File: config.mk
export PLATFORM = sky130hd
export DESIGN_NAME = mips_multicycle_control_flat
export DESIGN_NICKNAME = d
export VERILOG_FILES = /design/src/rtl/mips_ctrl_pkg.sv /design/src/rtl/mips_multicycle_control_if.sv /design/src/rtl/mc_ctrl_outdec.sv /design/src/rtl/mips_multicycle_control.sv /design/src/flat_wrapper.sv
export SDC_FILE = /design/constraint.sdc
export NUM_CORES = 1
export LEC_CHECK = 0
export ABC_AREA = 1
export CAP_MARGIN = 20
export CORE_MARGIN = 2
export CORE_UTILIZATION = 50
export DETAILED_ROUTE_END_ITERATION = 10
export PLACE_DENSITY = 0.87
export SLEW_MARGIN = 15
export SYNTH_ARGS = -nofsm -noshare
export SYNTH_HDL_FRONTEND = slang
export SYNTH_SLANG_ARGS = --single-unit
File: constraint.sdc
create_clock -name clk -period 4.7 [get_ports clk]
set_clock_uncertainty 0.2 [all_clocks]
set_input_delay 1.41 -clock clk [delete_from_list [all_inputs] [get_ports clk]]
set_output_delay 1.41 -clock clk [all_outputs]
set_load 0.1 [all_outputs]
File: src/rtl/mips_ctrl_pkg.sv
// Shared definitions for the multicycle MIPS control unit: opcodes, FSM states,
// datapath mux encodings and the packed control word.
package mips_ctrl_pkg;

    localparam logic [5:0] OP_R    = 6'd0;
    localparam logic [5:0] OP_J    = 6'd2;
    localparam logic [5:0] OP_JAL  = 6'd3;
    localparam logic [5:0] OP_BEQ  = 6'd4;
    localparam logic [5:0] OP_BNE  = 6'd5;
    localparam logic [5:0] OP_ADDI = 6'd8;
    localparam logic [5:0] OP_LW   = 6'd35;
    localparam logic [5:0] OP_SW   = 6'd43;

    typedef enum logic [3:0] {
        S_FETCH     = 4'h0,
        S_DECODE    = 4'h1,
        S_MEM_ADDR  = 4'h2,
        S_MEM_READ  = 4'h3,
        S_MEM_WB    = 4'h4,
        S_MEM_WRITE = 4'h5,
        S_R_EXEC    = 4'h6,
        S_R_WB      = 4'h7,
        S_I_EXEC    = 4'h8,
        S_I_WB      = 4'h9,
        S_BRANCH    = 4'hA,
        S_JUMP      = 4'hB,
        S_TRAP      = 4'hF
    } state_t;

    typedef enum logic [1:0] {ALUOP_ADD = 2'b00, ALUOP_SUB = 2'b01, ALUOP_FUNCT = 2'b10} alu_op_t;
    typedef enum logic [1:0] {SRCB_REG = 2'b00, SRCB_FOUR = 2'b01, SRCB_IMM = 2'b10, SRCB_IMM_SH2 = 2'b11} alu_src_b_t;
    typedef enum logic [1:0] {PCSRC_ALU = 2'b00, PCSRC_ALUOUT = 2'b01, PCSRC_JUMP = 2'b10} pc_source_t;
    typedef enum logic [1:0] {DST_RT = 2'b00, DST_RD = 2'b01, DST_RA = 2'b10} reg_dst_t;
    typedef enum logic [1:0] {WB_ALUOUT = 2'b00, WB_MDR = 2'b01, WB_PC = 2'b10} mem_to_reg_t;

    typedef struct packed {
        logic        pc_write;
        logic        pc_write_cond;
        logic        pc_write_cond_ne;
        logic        i_or_d;
        logic        mem_read;
        logic        mem_write;
        logic        ir_write;
        logic        reg_write;
        logic        alu_src_a;
        alu_src_b_t  alu_src_b;
        alu_op_t     alu_op;
        pc_source_t  pc_source;
        reg_dst_t    reg_dst;
        mem_to_reg_t mem_to_reg;
    } ctrl_word_t;

endpackage

File: src/rtl/mips_multicycle_control_if.sv
// Control-unit <-> datapath bundle: IR opcode and memory ready in, enables/selects out.
interface mips_multicycle_control_if #(parameter int CNT_W = 32);
    logic [5:0]       opcode;
    logic             mem_ready;
    logic             PCWrite, PCWriteCond, PCWriteCondNe;
    logic             IorD, MemRead, MemWrite, IRWrite;
    logic             ALUSrcA;
    logic [1:0]       ALUSrcB, ALUOp, PCSource, RegDst, MemtoReg;
    logic             RegWrite;
    logic             illegal_op;
    logic [3:0]       state_o;
    logic [CNT_W-1:0] instr_count;

    modport master (
        input  opcode, mem_ready,
        output PCWrite, PCWriteCond, PCWriteCondNe, IorD, MemRead, MemWrite, IRWrite,
               ALUSrcA, ALUSrcB, ALUOp, PCSource, RegDst, MemtoReg, RegWrite,
               illegal_op, state_o, instr_count
    );

    modport slave (
        output opcode, mem_ready,
        input  PCWrite, PCWriteCond, PCWriteCondNe, IorD, MemRead, MemWrite, IRWrite,
               ALUSrcA, ALUSrcB, ALUOp, PCSource, RegDst, MemtoReg, RegWrite,
               illegal_op, state_o, instr_count
    );
endinterface

File: src/rtl/mc_ctrl_outdec.sv
// Moore output decode: maps the current state (plus opcode and memory ready
// where a state needs them) to the datapath control word.
module mc_ctrl_outdec
    import mips_ctrl_pkg::*;
(
    input  state_t     state,
    input  logic [5:0] opcode,
    input  logic       mem_ready,
    output ctrl_word_t cw
);
    always_comb begin
        cw = '0;
        case (state)
            S_FETCH: begin
                cw.mem_read  = 1'b1;
                cw.alu_src_b = SRCB_FOUR;
                cw.ir_write  = mem_ready;
                cw.pc_write  = mem_ready;
            end
            S_DECODE:    cw.alu_src_b = SRCB_IMM_SH2;
            S_MEM_ADDR: begin
                cw.alu_src_a = 1'b1;
                cw.alu_src_b = SRCB_IMM;
            end
            S_MEM_READ: begin
                cw.mem_read = 1'b1;
                cw.i_or_d   = 1'b1;
            end
            S_MEM_WB: begin
                cw.reg_write  = 1'b1;
                cw.mem_to_reg = WB_MDR;
                cw.reg_dst    = DST_RT;
            end
            S_MEM_WRITE: begin
                cw.mem_write = 1'b1;
                cw.i_or_d    = 1'b1;
            end
            S_R_EXEC: begin
                cw.alu_src_a = 1'b1;
                cw.alu_op    = ALUOP_FUNCT;
            end
            S_R_WB: begin
                cw.reg_write = 1'b1;
                cw.reg_dst   = DST_RD;
            end
            S_I_EXEC: begin
                cw.alu_src_a = 1'b1;
                cw.alu_src_b = SRCB_IMM;
            end
            S_I_WB: begin
                cw.reg_write = 1'b1;
                cw.reg_dst   = DST_RT;
            end
            S_BRANCH: begin
                cw.alu_src_a        = 1'b1;
                cw.alu_op           = ALUOP_SUB;
                cw.pc_source        = PCSRC_ALUOUT;
                cw.pc_write_cond    = (opcode == OP_BEQ);
                cw.pc_write_cond_ne = (opcode == OP_BNE);
            end
            S_JUMP: begin
                cw.pc_write  = 1'b1;
                cw.pc_source = PCSRC_JUMP;
                // jal links the return address into $31
                if (opcode == OP_JAL) begin
                    cw.reg_write  = 1'b1;
                    cw.reg_dst    = DST_RA;
                    cw.mem_to_reg = WB_PC;
                end
            end
            default: cw = '0;
        endcase
    end
endmodule

File: src/rtl/mips_multicycle_control.sv
// Multicycle MIPS control FSM: state register, next-state logic, sticky
// illegal-opcode flag and retired-instruction counter.
module mips_multicycle_control
    import mips_ctrl_pkg::*;
#(
    parameter bit MEM_HANDSHAKE   = 1'b1,
    parameter bit ADDI_EN         = 1'b1,
    parameter bit TRAP_ON_ILLEGAL = 1'b1,
    parameter int CNT_W           = 32
) (
    input  logic                      clk,
    input  logic                      rst,
    mips_multicycle_control_if.master bus
);
    state_t           state, state_nxt, illegal_tgt;
    logic             rdy;
    ctrl_word_t       cw, cw_out;
    logic             illegal_op;
    logic [CNT_W-1:0] instr_count;

    assign rdy         = MEM_HANDSHAKE ? bus.mem_ready : 1'b1;
    assign illegal_tgt = TRAP_ON_ILLEGAL ? S_TRAP : S_FETCH;

    always_comb begin
        state_nxt = state;
        case (state)
            S_FETCH: if (rdy) state_nxt = S_DECODE;
            S_DECODE: begin
                case (bus.opcode)
                    OP_R:           state_nxt = S_R_EXEC;
                    OP_LW, OP_SW:   state_nxt = S_MEM_ADDR;
                    OP_BEQ, OP_BNE: state_nxt = S_BRANCH;
                    OP_J, OP_JAL:   state_nxt = S_JUMP;
                    OP_ADDI:        state_nxt = ADDI_EN ? S_I_EXEC : illegal_tgt;
                    default:        state_nxt = illegal_tgt;
                endcase
            end
            S_MEM_ADDR:  state_nxt = (bus.opcode == OP_SW) ? S_MEM_WRITE : S_MEM_READ;
            S_MEM_READ:  if (rdy) state_nxt = S_MEM_WB;
            S_MEM_WRITE: if (rdy) state_nxt = S_FETCH;
            S_R_EXEC:    state_nxt = S_R_WB;
            S_I_EXEC:    state_nxt = S_I_WB;
            S_MEM_WB, S_R_WB, S_I_WB, S_BRANCH, S_JUMP: state_nxt = S_FETCH;
            S_TRAP:      state_nxt = S_TRAP;
            default:     state_nxt = S_FETCH;
        endcase
    end

    always_ff @(posedge clk or posedge rst) begin
        if (rst) begin
            state       <= S_FETCH;
            illegal_op  <= 1'b0;
            instr_count <= '0;
        end else begin
            state <= state_nxt;
            if (state_nxt == S_TRAP) illegal_op <= 1'b1;
            // an instruction retires whenever the FSM comes back to FETCH
            if (state_nxt == S_FETCH && state != S_FETCH)
                instr_count <= instr_count + CNT_W'(1);
        end
    end

    mc_ctrl_outdec u_outdec (
        .state     (state),
        .opcode    (bus.opcode),
        .mem_ready (rdy),
        .cw        (cw)
    );

    // reset must silence the datapath immediately, not at the next edge
    assign cw_out = rst ? '0 : cw;

    assign bus.PCWrite       = cw_out.pc_write;
    assign bus.PCWriteCond   = cw_out.pc_write_cond;
    assign bus.PCWriteCondNe = cw_out.pc_write_cond_ne;
    assign bus.IorD          = cw_out.i_or_d;
    assign bus.MemRead       = cw_out.mem_read;
    assign bus.MemWrite      = cw_out.mem_write;
    assign bus.IRWrite       = cw_out.ir_write;
    assign bus.RegWrite      = cw_out.reg_write;
    assign bus.ALUSrcA       = cw_out.alu_src_a;
    assign bus.ALUSrcB       = cw_out.alu_src_b;
    assign bus.ALUOp         = cw_out.alu_op;
    assign bus.PCSource      = cw_out.pc_source;
    assign bus.RegDst        = cw_out.reg_dst;
    assign bus.MemtoReg      = cw_out.mem_to_reg;
    assign bus.illegal_op    = illegal_op;
    assign bus.state_o       = state;
    assign bus.instr_count   = instr_count;
endmodule

File: src/flat_wrapper.sv
// flat-port wrapper written by rule: the top's interface ports become plain ports
module mips_multicycle_control_flat import mips_ctrl_pkg::*;
#(
    parameter bit MEM_HANDSHAKE   = 1'b1,
    parameter bit ADDI_EN         = 1'b1,
    parameter bit TRAP_ON_ILLEGAL = 1'b1,
    parameter int CNT_W           = 32
)
  (clk, rst, bus_opcode, bus_mem_ready, bus_PCWrite, bus_PCWriteCond, bus_PCWriteCondNe, bus_IorD, bus_MemRead, bus_MemWrite, bus_IRWrite, bus_ALUSrcA, bus_ALUSrcB, bus_ALUOp, bus_PCSource, bus_RegDst, bus_MemtoReg, bus_RegWrite, bus_illegal_op, bus_state_o, bus_instr_count);
  mips_multicycle_control_if #(.CNT_W(CNT_W)) bus_i ();
  input  logic clk;
  input  logic rst;
  input wire logic [$bits(bus_i.opcode)-1:0] bus_opcode;
  input wire logic [$bits(bus_i.mem_ready)-1:0] bus_mem_ready;
  output wire logic [$bits(bus_i.PCWrite)-1:0] bus_PCWrite;
  output wire logic [$bits(bus_i.PCWriteCond)-1:0] bus_PCWriteCond;
  output wire logic [$bits(bus_i.PCWriteCondNe)-1:0] bus_PCWriteCondNe;
  output wire logic [$bits(bus_i.IorD)-1:0] bus_IorD;
  output wire logic [$bits(bus_i.MemRead)-1:0] bus_MemRead;
  output wire logic [$bits(bus_i.MemWrite)-1:0] bus_MemWrite;
  output wire logic [$bits(bus_i.IRWrite)-1:0] bus_IRWrite;
  output wire logic [$bits(bus_i.ALUSrcA)-1:0] bus_ALUSrcA;
  output wire logic [$bits(bus_i.ALUSrcB)-1:0] bus_ALUSrcB;
  output wire logic [$bits(bus_i.ALUOp)-1:0] bus_ALUOp;
  output wire logic [$bits(bus_i.PCSource)-1:0] bus_PCSource;
  output wire logic [$bits(bus_i.RegDst)-1:0] bus_RegDst;
  output wire logic [$bits(bus_i.MemtoReg)-1:0] bus_MemtoReg;
  output wire logic [$bits(bus_i.RegWrite)-1:0] bus_RegWrite;
  output wire logic [$bits(bus_i.illegal_op)-1:0] bus_illegal_op;
  output wire logic [$bits(bus_i.state_o)-1:0] bus_state_o;
  output wire logic [$bits(bus_i.instr_count)-1:0] bus_instr_count;
  assign bus_i.opcode = bus_opcode;
  assign bus_i.mem_ready = bus_mem_ready;
  assign bus_PCWrite = bus_i.PCWrite;
  assign bus_PCWriteCond = bus_i.PCWriteCond;
  assign bus_PCWriteCondNe = bus_i.PCWriteCondNe;
  assign bus_IorD = bus_i.IorD;
  assign bus_MemRead = bus_i.MemRead;
  assign bus_MemWrite = bus_i.MemWrite;
  assign bus_IRWrite = bus_i.IRWrite;
  assign bus_ALUSrcA = bus_i.ALUSrcA;
  assign bus_ALUSrcB = bus_i.ALUSrcB;
  assign bus_ALUOp = bus_i.ALUOp;
  assign bus_PCSource = bus_i.PCSource;
  assign bus_RegDst = bus_i.RegDst;
  assign bus_MemtoReg = bus_i.MemtoReg;
  assign bus_RegWrite = bus_i.RegWrite;
  assign bus_illegal_op = bus_i.illegal_op;
  assign bus_state_o = bus_i.state_o;
  assign bus_instr_count = bus_i.instr_count;
  mips_multicycle_control #(.MEM_HANDSHAKE(MEM_HANDSHAKE), .ADDI_EN(ADDI_EN), .TRAP_ON_ILLEGAL(TRAP_ON_ILLEGAL), .CNT_W(CNT_W)) u_core (.clk(clk), .rst(rst), .bus(bus_i));
endmodule
==> flow_summary.yaml <==
yosys:
  synthMostInstantiatedCell: "sky130_fd_sc_hd__nand2_1"
  postSynthCellCount: 411
  synth.yosys.seq_area_share: 0.3432
  mappedNetlistArea_um2: 2698
  avgSynthCellArea_um2: 6.563
  yosysWarnings: 0
  synth.cells.most_frequent: "120 x sky130_fd_sc_hd__nand2_1, 77 x sky130_fd_sc_hd__nand3_1, 48 x sky130_fd_sc_hd__inv_1, 43 x sky130_fd_sc_hd__nor2_1, 37 x sky130_fd_sc_hd__dfrtp_1"
  netlist_top_cells_area: "sky130_fd_sc_hd__dfrtp_1 34%, sky130_fd_sc_hd__nand2_1 17%, sky130_fd_sc_hd__nand3_1 14%"
  synth_top_area_share: 0.3432
  synth_edf_count: 0
  synth.largest_area_cell: "sky130_fd_sc_hd__dfrtp_1"
  synth.ff_latch_count: 37
  ys_dominant_reg_cell: "sky130_fd_sc_hd__dfrtp_1"
  synth_async_sr_flop_share: 1.000
  yosysUniqueCellTypes: 32
  mappedNetlistNets: 421
clock_tree:
  number_of_buffers_inserted_to_repair_setup_after_cts: 0
  cts_repair_resize_count: 0
  worst_setup_hold_path_clk_slew_ps: 70
  worstSkewPairLatency_ps: 290
  numClockSinks: 37
  clock_tree_from_tritoncts: "done"
  maximum_clock_path_buffer_count: 2
  cts_root_buffer: "sky130_fd_sc_hd__clkbuf_8"
  cts_inserted_buffers: 5
  clock_tree.htree_level_count: 2
  cts.hold.buffers_added: 0
finish:
  final_cell_area_um2: 3769
  drive_above_1_share: 0.1402
  design.final.nets: 487
  areaGrowthSynthToFinish_pct: 39.70
  num-fill-cells: 398
  antenna-diode-count: 0
worst_setup_path:
  worstSetupStartpointType: "primary input"
  crit_start: "rst"
  cp.required_ps: 3090
  timing_worst_setup_path_type: "primary input to primary output"
  critPathMaxFanout: 14
  critPathArrivalTime_ps: 3000
  critical_path.endpoint_type: "primary output"
  r2r-start: "u_core.bus.state_o[3]"
floorplanning:
  std_cell_core_area_um2: 5172
  die_h_um: 77.45
  fp-row-count: 26
  top_level_ports: 65
  dieWidth_um: 77.45
  effective_utilization_at_floorplan: 0.5215
  floorplan.die_area_um2: 5999
global_routing:
  antenna_found_initial: 0
  vias_in_the_first_global_route: 2939
  grt_pass1_wl_um: 13190
  grt_usage: 0.2683
  grt_start_max_net_pins: 38
  global_route_overflow: 0
drt:
  vias_per_cell: 5.484
  detail-route-antenna-nets: 0
  drc: 0
  detail_route.first_pass.iterations: 5
  totalWireLength_um: 7525
  route.vias.total: 3005
  drt-initial-drc-count: 258
  route.detailed.wl_per_inst_um: 13.73
sta:
  final.setup.tns_ps: 0
  unrepaired_setup_endpoints_after_global_routing: "false"
  worst-slew-pin-transition_ps: 1004
  period_minus_slack_ps: 4613
  period_share: 0.9816
  hold_violations: 0
  slew_violations: 0
  remaining_max_slew_budget_at_the_tightest_pin: 0.3287
  setup_viol: 0
  maximum_operating_frequency_ghz: 0.2168
power:
  power.share.clock: 0.121
  power.share.switching: 0.5919
  p_leak_uw: 0.001771
  total_power_uw: 1988
  seq_power_share: 0.206
  power-per-cell-area_nw_per_um2: 527.5
  internal-power_uw: 811.3
  power_switching_uw: 1177
  peakVddDrop_mv: 0.3325
  comb_power_share: 0.674
hold_path:
  hp-class: "flop to flop"
  hold_path_startpoint: "u_core.bus.illegal_op"
placement:
  gp_congestion: 0.8783
  instance_area_after_placement_um2: 3672
  hpwlAfterDp_um: 5647
  place.port_buffers: 64
outcome:
  status: "finished, final reports clean"
job:
  max_cap_viols: 0
## through the flow
stage                     hold WS (ps)  utilization  std cells  setup slack, ps
final                            262.6       0.7286        548            86.58
after global routing             277.2       0.7286        548            54.26
after CTS                        268.0       0.7286        548            83.53
after detailed placement         251.7       0.7100        540            90.88
after global placement           245.2       0.7100        540            125.6
after floorplan                  784.0            -        411           -264.6
## kinds of logic after synthesis
logic type,after synthesis,synth area share
AO/OA/AOI/OAI,9,0.02365
flip-flops,37,0.3432
XOR/XNOR,13,0.04221
buffers and inverters,64,0.1030
adder cells (fa/ha/maj),1,0.004637
AND/OR/NAND/NOR,287,0.4833
## state kept, by name, summed over array words and instances, names as in the netlist
register / count
u_core.bus.illegal_op: 1
u_core.bus.state_o: 4
u_core.bus.instr_count: 32
## power groups by stage
stage	combinational [uW]	sequential [uW]	clock (uW)
floorplan	823	638	0
global placement	1320	411	0
detailed placement	1330	414	0
CTS	1340	407	242
global route	1410	416	256
finish	1340	409	240
## placed cells by master, fill, tap and decap left out, types with 2 or more instances in the layout
cell	netlist	layout
sky130_fd_sc_hd__nor3_1	17	15
sky130_fd_sc_hd__clkbuf_8	0	6
sky130_fd_sc_hd__nor2_2	8	9
sky130_fd_sc_hd__inv_2	4	4
sky130_fd_sc_hd__buf_4	7	5
sky130_fd_sc_hd__dfrtp_1	37	37
sky130_fd_sc_hd__nand3_1	77	77
sky130_fd_sc_hd__nand2_1	120	120
sky130_fd_sc_hd__clkdlybuf4s50_1	0	45
sky130_fd_sc_hd__nand4_1	3	3
sky130_fd_sc_hd__nor4_1	5	3
sky130_fd_sc_hd__a21oi_1	5	4
sky130_fd_sc_hd__xnor2_1	5	5
sky130_fd_sc_hd__nor4_4	0	2
sky130_fd_sc_hd__buf_12	0	20
sky130_fd_sc_hd__inv_1	48	47
sky130_fd_sc_hd__xor2_1	8	8
sky130_fd_sc_hd__nor2_4	2	4
sky130_fd_sc_hd__nand2_2	5	5
sky130_fd_sc_hd__nor2_1	43	40
## worst max-delay path: stages
cell	delay, ps
sky130_fd_sc_hd__clkdlybuf4s50_1	600
sky130_fd_sc_hd__buf_12	190
sky130_fd_sc_hd__nor3_1	80
sky130_fd_sc_hd__or4_4	550
sky130_fd_sc_hd__buf_12	180
## final cells by class
| class | count | area [um^2] | share of cell area |
|---|---|---|---|
| inverter | 53 | 205.2 | 0.05445 |
| multi-input combinational | 310 | 1565 | 0.4153 |
| clock inverter | 2 | 13.76 | 0.003652 |
| sequential | 37 | 925.9 | 0.2457 |
| timing repair buffer | 70 | 888.4 | 0.2357 |
| clock buffer | 6 | 82.58 | 0.02191 |
| tap | 70 | 87.58 | 0.02324 |
## per-layer routing
metal / global-route usage / vias up / share of wire / wire length [um]
met5: 0 / - / 0 / 0
met4: 0.08393 / 0 / 0.0082 / 62
met3: 0.04535 / 7 / 0.056 / 422
met2: 0.4713 / 125 / 0.50 / 3796
met1: 0.3363 / 1430 / 0.43 / 3243
li1: - / 1443 / - / -
## worst paths after layout
path | to | slack [ps] | cells after the start
setup / recovery | bus_RegWrite | 90 | 5
hold / removal | u_core.bus.illegal_op | 260 | 1
setup reg to reg | u_core.bus.instr_count[6] | 1660 | 10
hold reg to reg | u_core.bus.illegal_op | 260 | 1
max in group asynchronous | u_core.bus.instr_count[24] | 2420 | 3
min in group asynchronous | u_core.bus.instr_count[29] | 1540 | 3
(Power assumes the default switching activity.)
